**config.mk**
```make
export PLATFORM = sky130hd
export DESIGN_NAME = rfrac_mr2bin_conv_flat
export DESIGN_NICKNAME = d
export VERILOG_FILES = /design/src/rtl/rfrac_mr2bin_conv_pkg.sv /design/src/rtl/rfrac_mr2bin_conv_if.sv /design/src/rtl/rfrac_mr2bin_conv_mac.sv /design/src/rtl/rfrac_mr2bin_conv.sv /design/src/flat_wrapper.sv
export SDC_FILE = /design/constraint.sdc
export NUM_CORES = 1
export LEC_CHECK = 0
export CORE_ASPECT_RATIO = 1.1
export CORE_MARGIN = 10
export CORE_UTILIZATION = 70
export DETAILED_ROUTE_END_ITERATION = 7
export DONT_BUFFER_PORTS = 1
export PLACE_DENSITY_LB_ADDON = 0.25
export SLEW_MARGIN = 5
export SYNTH_ARGS = -nofsm -noshare
export SYNTH_HDL_FRONTEND = slang
export SYNTH_SLANG_ARGS = --single-unit
export TNS_END_PERCENT = 20
```
**constraint.sdc**
```tcl
create_clock -name clk -period 15.6 [get_ports clk]
set_clock_uncertainty 0.2 [all_clocks]
set_input_delay 1.56 -clock clk [delete_from_list [all_inputs] [get_ports clk]]
set_output_delay 1.56 -clock clk [all_outputs]
set_load 0.01 [all_outputs]
```
**src/rtl/rfrac_mr2bin_conv_pkg.sv**
```systemverilog
// Shared types and default constants for the fractional mixed-radix to binary converter.
package rfrac_conv_pkg;

    typedef enum logic [1:0] {
        IDLE = 2'd0,
        MAC  = 2'd1,
        CORR = 2'd2,
        DONE = 2'd3
    } state_e;

    // MODULI[k] is the radix applied before adding digit k; index 0 is the rightmost field.
    localparam logic [4*18-1:0] DEF_MODULI =
        {18'd262049, 18'd262027, 18'd177147, 18'd117649};

    localparam logic [4*16-1:0] DEF_SIGN_CONST =
        {16'd27746, 16'd28157, 16'd36804, 16'd14087};

    function automatic int clog2(input int value);
        int r;
        r = 0;
        for (int i = 0; i < 31; i++) begin
            if ((1 << i) < value) r = i + 1;
        end
        return r;
    endfunction

endpackage

```
**src/rtl/rfrac_mr2bin_conv_if.sv**
```systemverilog
// Request/result bundle of the converter; master drives requests, slave is the converter.
interface rfrac_mr2bin_conv_if #(
    parameter int NUM_DIGITS  = 4,
    parameter int DIGIT_WIDTH = 18,
    parameter int WORD_WIDTH  = 16,
    parameter int NUM_WORDS   = 4
);
    // Handshake: a transfer happens on a clock edge where valid and ready are both high.
    // Once raised, out_valid and all result fields hold stable until that transfer;
    // in_ready depends only on converter state, never combinationally on in_valid.
    logic                              in_valid;
    logic                              in_ready;
    logic [NUM_DIGITS*DIGIT_WIDTH-1:0] digits_in;
    logic                              sign_in;
    logic                              rnd_in;
    logic                              out_valid;
    logic                              out_ready;
    logic [NUM_WORDS*WORD_WIDTH-1:0]   words_out;
    logic                              sign_out;
    logic [DIGIT_WIDTH-1:0]            ov_mul_out;
    logic                              ov_corr_out;
    logic                              ovf_out;

    modport master (
        output in_valid, digits_in, sign_in, rnd_in, out_ready,
        input  in_ready, out_valid, words_out, sign_out, ov_mul_out, ov_corr_out, ovf_out
    );

    modport slave (
        input  in_valid, digits_in, sign_in, rnd_in, out_ready,
        output in_ready, out_valid, words_out, sign_out, ov_mul_out, ov_corr_out, ovf_out
    );

endinterface

```
**src/rtl/rfrac_mr2bin_conv_mac.sv**
```systemverilog
// Combinational word multiply-add {hi,lo} = a*m + c, shared by the digit and correction passes.
module mr_word_mac #(
    parameter int WORD_WIDTH  = 16,
    parameter int DIGIT_WIDTH = 18
) (
    input  logic [WORD_WIDTH-1:0]  a,
    input  logic [DIGIT_WIDTH-1:0] m,
    input  logic [DIGIT_WIDTH-1:0] c,
    output logic [DIGIT_WIDTH-1:0] hi,
    output logic [WORD_WIDTH-1:0]  lo
);
    localparam int PW = WORD_WIDTH + DIGIT_WIDTH;

    logic [PW-1:0] sum;

    // Max is (2^WW-1)(2^DW-1) + 2^DW-1 < 2^(WW+DW), so no bit is lost.
    assign sum      = PW'(a) * PW'(m) + PW'(c);
    assign {hi, lo} = sum;

endmodule

```
**src/rtl/rfrac_mr2bin_conv.sv**
```systemverilog
// Word-serial Horner evaluation of mixed-radix digits followed by a sign-gated constant correction.
module rfrac_mr2bin_conv
    import rfrac_conv_pkg::*;
#(
    parameter int NUM_DIGITS  = 4,
    parameter int DIGIT_WIDTH = 18,
    parameter int WORD_WIDTH  = 16,
    parameter int NUM_WORDS   = 4,
    parameter logic [NUM_DIGITS*DIGIT_WIDTH-1:0] MODULI     = DEF_MODULI,
    parameter logic [NUM_WORDS*WORD_WIDTH-1:0]   SIGN_CONST = DEF_SIGN_CONST
) (
    input  logic                    clk,
    input  logic                    reset,
    rfrac_mr2bin_conv_if.slave      bus,
    output state_e                  state_dbg
);
    localparam int DI_W = (NUM_DIGITS > 1) ? clog2(NUM_DIGITS) : 1;
    localparam int WI_W = (NUM_WORDS > 1) ? clog2(NUM_WORDS) : 1;
    localparam logic [DI_W-1:0] D_LAST = DI_W'(NUM_DIGITS - 1);
    localparam logic [WI_W-1:0] J_LAST = WI_W'(NUM_WORDS - 1);

    if (NUM_DIGITS < 1 || NUM_WORDS < 1) begin : g_bad_size
        $error("rfrac_mr2bin_conv: NUM_DIGITS and NUM_WORDS must be at least 1");
    end
    // The correction carry-in reaches SIGN_CONST word + 1, which must fit the carry path.
    if (DIGIT_WIDTH <= WORD_WIDTH) begin : g_bad_width
        $error("rfrac_mr2bin_conv: DIGIT_WIDTH must exceed WORD_WIDTH");
    end

    state_e                            state;
    logic [DI_W-1:0]                   d;
    logic [WI_W-1:0]                   j;
    logic [DIGIT_WIDTH-1:0]            carry;
    logic [WORD_WIDTH-1:0]             acc [NUM_WORDS];
    logic [NUM_DIGITS*DIGIT_WIDTH-1:0] digits_r;
    logic                              sign_r;
    logic                              rnd_r;
    logic                              in_ready_r;
    logic                              out_valid_r;
    logic [DIGIT_WIDTH-1:0]            ov_mul_r;
    logic                              ov_corr_r;
    logic                              ovf_r;

    logic [DIGIT_WIDTH-1:0] mod_arr [NUM_DIGITS];
    logic [DIGIT_WIDTH-1:0] dig_arr [NUM_DIGITS];
    logic [WORD_WIDTH-1:0]  sc_arr  [NUM_WORDS];

    for (genvar k = 0; k < NUM_DIGITS; k++) begin : g_digits
        assign mod_arr[k] = MODULI[k*DIGIT_WIDTH +: DIGIT_WIDTH];
        assign dig_arr[k] = digits_r[k*DIGIT_WIDTH +: DIGIT_WIDTH];
    end

    for (genvar i = 0; i < NUM_WORDS; i++) begin : g_words
        assign sc_arr[i] = SIGN_CONST[i*WORD_WIDTH +: WORD_WIDTH];
        assign bus.words_out[i*WORD_WIDTH +: WORD_WIDTH] = acc[i];
    end

    logic [WORD_WIDTH-1:0]  mac_a;
    logic [DIGIT_WIDTH-1:0] mac_m;
    logic [DIGIT_WIDTH-1:0] mac_c;
    logic [DIGIT_WIDTH-1:0] mac_hi;
    logic [WORD_WIDTH-1:0]  mac_lo;
    logic                   k_in;

    // CORR reuses the multiplier with m=1; word 0 takes the rounding bit as carry-in.
    always_comb begin
        mac_a = acc[j];
        k_in  = (j == '0) ? rnd_r : carry[0];
        if (state == CORR) begin
            mac_m = DIGIT_WIDTH'(1);
            mac_c = (sign_r ? DIGIT_WIDTH'(sc_arr[j]) : '0) + DIGIT_WIDTH'(k_in);
        end else begin
            mac_m = mod_arr[d];
            mac_c = (j == '0) ? dig_arr[d] : carry;
        end
    end

    mr_word_mac #(
        .WORD_WIDTH (WORD_WIDTH),
        .DIGIT_WIDTH(DIGIT_WIDTH)
    ) u_mac (
        .a (mac_a),
        .m (mac_m),
        .c (mac_c),
        .hi(mac_hi),
        .lo(mac_lo)
    );

    always_ff @(posedge clk) begin
        if (reset) begin
            state       <= IDLE;
            d           <= '0;
            j           <= '0;
            carry       <= '0;
            for (int i = 0; i < NUM_WORDS; i++) acc[i] <= '0;
            digits_r    <= '0;
            sign_r      <= 1'b0;
            rnd_r       <= 1'b0;
            in_ready_r  <= 1'b1;
            out_valid_r <= 1'b0;
            ov_mul_r    <= '0;
            ov_corr_r   <= 1'b0;
            ovf_r       <= 1'b0;
        end else begin
            case (state)
                IDLE: begin
                    if (bus.in_valid) begin
                        digits_r   <= bus.digits_in;
                        sign_r     <= bus.sign_in;
                        rnd_r      <= bus.rnd_in;
                        for (int i = 0; i < NUM_WORDS; i++) acc[i] <= '0;
                        carry      <= '0;
                        d          <= D_LAST;
                        j          <= '0;
                        ov_mul_r   <= '0;
                        ov_corr_r  <= 1'b0;
                        ovf_r      <= 1'b0;
                        in_ready_r <= 1'b0;
                        state      <= MAC;
                    end
                end
                MAC: begin
                    acc[j] <= mac_lo;
                    carry  <= mac_hi;
                    if (j == J_LAST) begin
                        j <= '0;
                        if (mac_hi != '0) ovf_r <= 1'b1;
                        if (d == '0) begin
                            ov_mul_r <= mac_hi;
                            state    <= CORR;
                        end else begin
                            d <= d - 1'b1;
                        end
                    end else begin
                        j <= j + 1'b1;
                    end
                end
                CORR: begin
                    acc[j] <= mac_lo;
                    carry  <= mac_hi;
                    if (j == J_LAST) begin
                        ov_corr_r   <= mac_hi[0];
                        ovf_r       <= ovf_r | mac_hi[0];
                        out_valid_r <= 1'b1;
                        state       <= DONE;
                    end else begin
                        j <= j + 1'b1;
                    end
                end
                DONE: begin
                    if (bus.out_ready) begin
                        out_valid_r <= 1'b0;
                        in_ready_r  <= 1'b1;
                        state       <= IDLE;
                    end
                end
                default: state <= IDLE;
            endcase
        end
    end

    assign bus.in_ready    = in_ready_r;
    assign bus.out_valid   = out_valid_r;
    assign bus.sign_out    = sign_r;
    assign bus.ov_mul_out  = ov_mul_r;
    assign bus.ov_corr_out = ov_corr_r;
    assign bus.ovf_out     = ovf_r;
    assign state_dbg       = state;

endmodule

```
**src/flat_wrapper.sv**
```systemverilog
// flat-port wrapper written by rule: the top's interface ports become plain ports
module rfrac_mr2bin_conv_flat import rfrac_conv_pkg::*;
#(
    parameter int NUM_DIGITS  = 4,
    parameter int DIGIT_WIDTH = 18,
    parameter int WORD_WIDTH  = 16,
    parameter int NUM_WORDS   = 4,
    parameter logic [NUM_DIGITS*DIGIT_WIDTH-1:0] MODULI     = DEF_MODULI,
    parameter logic [NUM_WORDS*WORD_WIDTH-1:0]   SIGN_CONST = DEF_SIGN_CONST
)
  (clk, reset, state_dbg, bus_in_valid, bus_digits_in, bus_sign_in, bus_rnd_in, bus_out_ready, bus_in_ready, bus_out_valid, bus_words_out, bus_sign_out, bus_ov_mul_out, bus_ov_corr_out, bus_ovf_out);
  rfrac_mr2bin_conv_if #(.NUM_DIGITS(NUM_DIGITS), .DIGIT_WIDTH(DIGIT_WIDTH), .WORD_WIDTH(WORD_WIDTH), .NUM_WORDS(NUM_WORDS)) bus_i ();
  input  logic clk;
  input  logic reset;
  output state_e state_dbg;
  input wire logic [$bits(bus_i.in_valid)-1:0] bus_in_valid;
  input wire logic [$bits(bus_i.digits_in)-1:0] bus_digits_in;
  input wire logic [$bits(bus_i.sign_in)-1:0] bus_sign_in;
  input wire logic [$bits(bus_i.rnd_in)-1:0] bus_rnd_in;
  input wire logic [$bits(bus_i.out_ready)-1:0] bus_out_ready;
  output wire logic [$bits(bus_i.in_ready)-1:0] bus_in_ready;
  output wire logic [$bits(bus_i.out_valid)-1:0] bus_out_valid;
  output wire logic [$bits(bus_i.words_out)-1:0] bus_words_out;
  output wire logic [$bits(bus_i.sign_out)-1:0] bus_sign_out;
  output wire logic [$bits(bus_i.ov_mul_out)-1:0] bus_ov_mul_out;
  output wire logic [$bits(bus_i.ov_corr_out)-1:0] bus_ov_corr_out;
  output wire logic [$bits(bus_i.ovf_out)-1:0] bus_ovf_out;
  assign bus_i.in_valid = bus_in_valid;
  assign bus_i.digits_in = bus_digits_in;
  assign bus_i.sign_in = bus_sign_in;
  assign bus_i.rnd_in = bus_rnd_in;
  assign bus_i.out_ready = bus_out_ready;
  assign bus_in_ready = bus_i.in_ready;
  assign bus_out_valid = bus_i.out_valid;
  assign bus_words_out = bus_i.words_out;
  assign bus_sign_out = bus_i.sign_out;
  assign bus_ov_mul_out = bus_i.ov_mul_out;
  assign bus_ov_corr_out = bus_i.ov_corr_out;
  assign bus_ovf_out = bus_i.ovf_out;
  rfrac_mr2bin_conv #(.NUM_DIGITS(NUM_DIGITS), .DIGIT_WIDTH(DIGIT_WIDTH), .WORD_WIDTH(WORD_WIDTH), .NUM_WORDS(NUM_WORDS), .MODULI(MODULI), .SIGN_CONST(SIGN_CONST)) u_core (.clk(clk), .reset(reset), .bus(bus_i), .state_dbg(state_dbg));
endmodule
```
==> summary.txt <==
STA
  • Final Setup Violations: 0
  • Unrepaired setup endpoints after global routing: false
  • Minimum clock period: 8760 ps
  • Least-Margin Pin Slew: 1230 ps
  • Worst hold slack: 251 ps
  • Slew Limit Headroom: 0.180
  • Hold Vio Cnt, Final: 0
  • Max frequency: 114 MHz
  • Final TNS setup: 0 ps
  • Pins Over Slew Limit: 0
  • Final Cycle Share: 0.561

Routing
  • Top Layer Used: met4
  • Drt via density: 6.26
  • Total wire length: 47400 µm
  • Avg WL per Cell: 22.3 µm
  • Routed met2 length: 23300 µm
  • Via Count: 13300
  • DRC violations left: 0
  • Final ANT Viol Nets: 0
  • Met3 WL: 3950 µm
  • First-pass DRT Iterations: 5
  • M1 WL: 18000 µm
  • First DRT Iteration DRCs: 1345

CTS
  • Max H-tree Level: 4
  • TritonCTS buffer count: 17
  • Post-cts resize count: 0
  • Clock-pin transition on the worst setup and hold timing paths: 80 ps
  • Root Driver: clkbuf_16
  • Post CTS Setup Buffer Count: 0
  • Clock latency on the worst-skew pair: 460 ps
  • TritonCTS clock tree: built
  • Hold-fix buffers, CTS: 0
  • Max clock buf depth: 2
  • Sink Count: 186

Final layout
  • FILL cells: 1826
  • Final net count: 2238
  • Design Area, Final: 18300 µm²
  • Reg area: 4370 µm²
  • Layout area overhead: 4.00%
  • Most frequent cells in the layout: 303 x inv_1, 228 x nand2_1, 216 x fa_1
  • Footprint of the multi-input gates: 11700 µm²
  • Ant. Diodes: 0
  • Layout cells sized above 1: 0.0530
  • Layout Utilization: 0.742
  • Commonest non-fill, non-tap cell in the layout: inv_1

Die
  • Die Y: 186 µm
  • Num rows: 60
  • Die area: 31800 µm²
  • Die W: 171 µm
  • Initial Util: 0.714
  • Core box area: 24600 µm²
  • IO Count: 167

Setup path
  • FF-to-FF path depth: 25
  • Setup CP Type: register to register
  • Worst setup SP type: register
  • R2R Setup Slk: 6840 ps
  • WP data arrival: 8910 ps
  • Worst endpoint required time: 15750 ps
  • Max FO, Critical Path: 16
  • Setup crit end kind: register

Run status
  • Status: finished clean

Logic synthesis
  • Ys async rst share: 0
  • Yosys warnings: 0
  • Synthesized flop and latch total: 186
  • Syn Area/Cell: 9.43 µm²
  • Syn nets: 2302
  • Commonest register cell after synthesis: dfxtp_1
  • Cell Area, Synth: 17600 µm²
  • Register area share after synthesis: 0.248
  • Cells after Synth: 1863
  • Yosys cell types: 66
  • Number of enable flip-flop cells after synthesis: 64

Flow run
  • Maxcap violations: 0

Global route
  • Initial antenna violation count: 0
  • Global-route wire length before repair: 74600 µm
  • GRT Resource Usage Total: 0.303
  • Vias in the first global route: 13900
  • Largest net degree at the start of global routing: 124
  • Overflow left after global routing: 0

Hold path
  • WHS Path Cells: 2
  • Hold Crit Class: register to register

Placed design
  • Post-Place Cell Area: 17700 µm²
  • Port bufs: 0
  • Routability cong.: 0.997
  • Hpwl dp: 37100 µm
layer usage:
layer  vias up  global-route usage
met5         -                   0
met4         0               0.139
met3       126              0.0662
met2       636               0.504
met1      6592               0.372
li1       5927                   -
Yosys cell counts, types with 8 or more instances:
cell / number / area [µm²]
inv_1: 303 / 1140
nand2_1: 229 / 860
fa_1: 216 / 4320
nor2_1: 167 / 627
ha_1: 145 / 1810
a21oi_1: 122 / 611
dfxtp_1: 122 / 2440
clkbuf_1: 75 / 282
edfxtp_1: 64 / 1920
nand2b_1: 37 / 231
a22oi_1: 36 / 270
mux4_2: 34 / 766
and2_1: 32 / 200
o21ai_0: 23 / 115
and3_1: 21 / 131
mux2i_1: 21 / 210
xor2_1: 19 / 166
xnor2_1: 17 / 149
nor2b_1: 16 / 100
nand4_1: 14 / 87.6
a21o_1: 13 / 97.6
a31oi_1: 10 / 62.6
buf_2: 9 / 45.0
nor3_1: 9 / 45.0
a211oi_1: 8 / 60.1
buf_1: 8 / 30.0
cell type report:
cell class,count,share of cell area
multi-input combinational,1280,0.641
sequential,186,0.239
inverter,305,0.0627
clock buffer,19,0.0249
tap,310,0.0212
clock inverter,13,0.00781
timing repair buffer,9,0.00370
registers in the layout, summed over array words and instances, names as in the netlist, named ones only:
signal and flops:
u_core.bus.ov_corr_out 1, u_core.bus.sign_out 1, u_core.acc 64, u_core.d 2
u_core.digits_r 72, u_core.bus.out_valid 1, u_core.bus.ov_mul_out 18, u_core.j 2
u_core.carry 18, u_core.state_dbg 2, u_core.bus.ovf_out 1, u_core.bus.in_ready 1
u_core.rnd_r 1
worst max-delay path: stages, from the launching register on:
cell and delay [ps]:
dfxtp_1 880, mux4_2 420, nor2b_1 500, inv_1 270
nor2_1 310, fa_1 470, inv_1 80, fa_1 430
fa_1 510, inv_1 60, fa_1 520, fa_1 570
inv_1 60, fa_1 530, inv_1 50, ha_1 490
o21ai_0 180, o211a_1 240, o21ai_1 370, mux2i_1 280
nor4_2 90, or4_4 540, a2111oi_4 190, and4_1 260
a21o_1 120, nand2_1 40
kinds of logic (layout without fill, tap and decap cells):
family                   count (synthesis)  after routing  share of synthesized area
XOR/XNOR                                36             36                     0.0179
AND/OR/NAND/NOR                        555            555                      0.142
multiplexers                            60             60                     0.0588
adder cells (fa/ha/maj)                361            361                      0.349
AO/OA/AOI/OAI                          268            268                     0.0980
buffers and inverters                  397            346                     0.0855
flip-flops                             186            186                      0.248
path summary, 6_finish.rpt:
check                             end                start
setup / recovery   u_core.bus.ovf_out             register
setup reg to reg   u_core.bus.ovf_out             register
hold / removal    u_core.digits_r[40]  u_core.digits_r[40]
hold reg to reg   u_core.digits_r[40]  u_core.digits_r[40]
metrics by stage:
| step | std cells | setup slack (ps) |
|---|---|---|
| after detailed placement | 2090 | 6990 |
| after CTS | 2122 | 6950 |
| after global routing | 2122 | 6390 |
| after global placement | 2090 | 7220 |
| final | 2122 | 6840 |
| after floorplan | 1863 | 6970 |
Power is not shown: default switching activity piles up to over one toggle a cycle in this logic, so the estimate is an artifact.
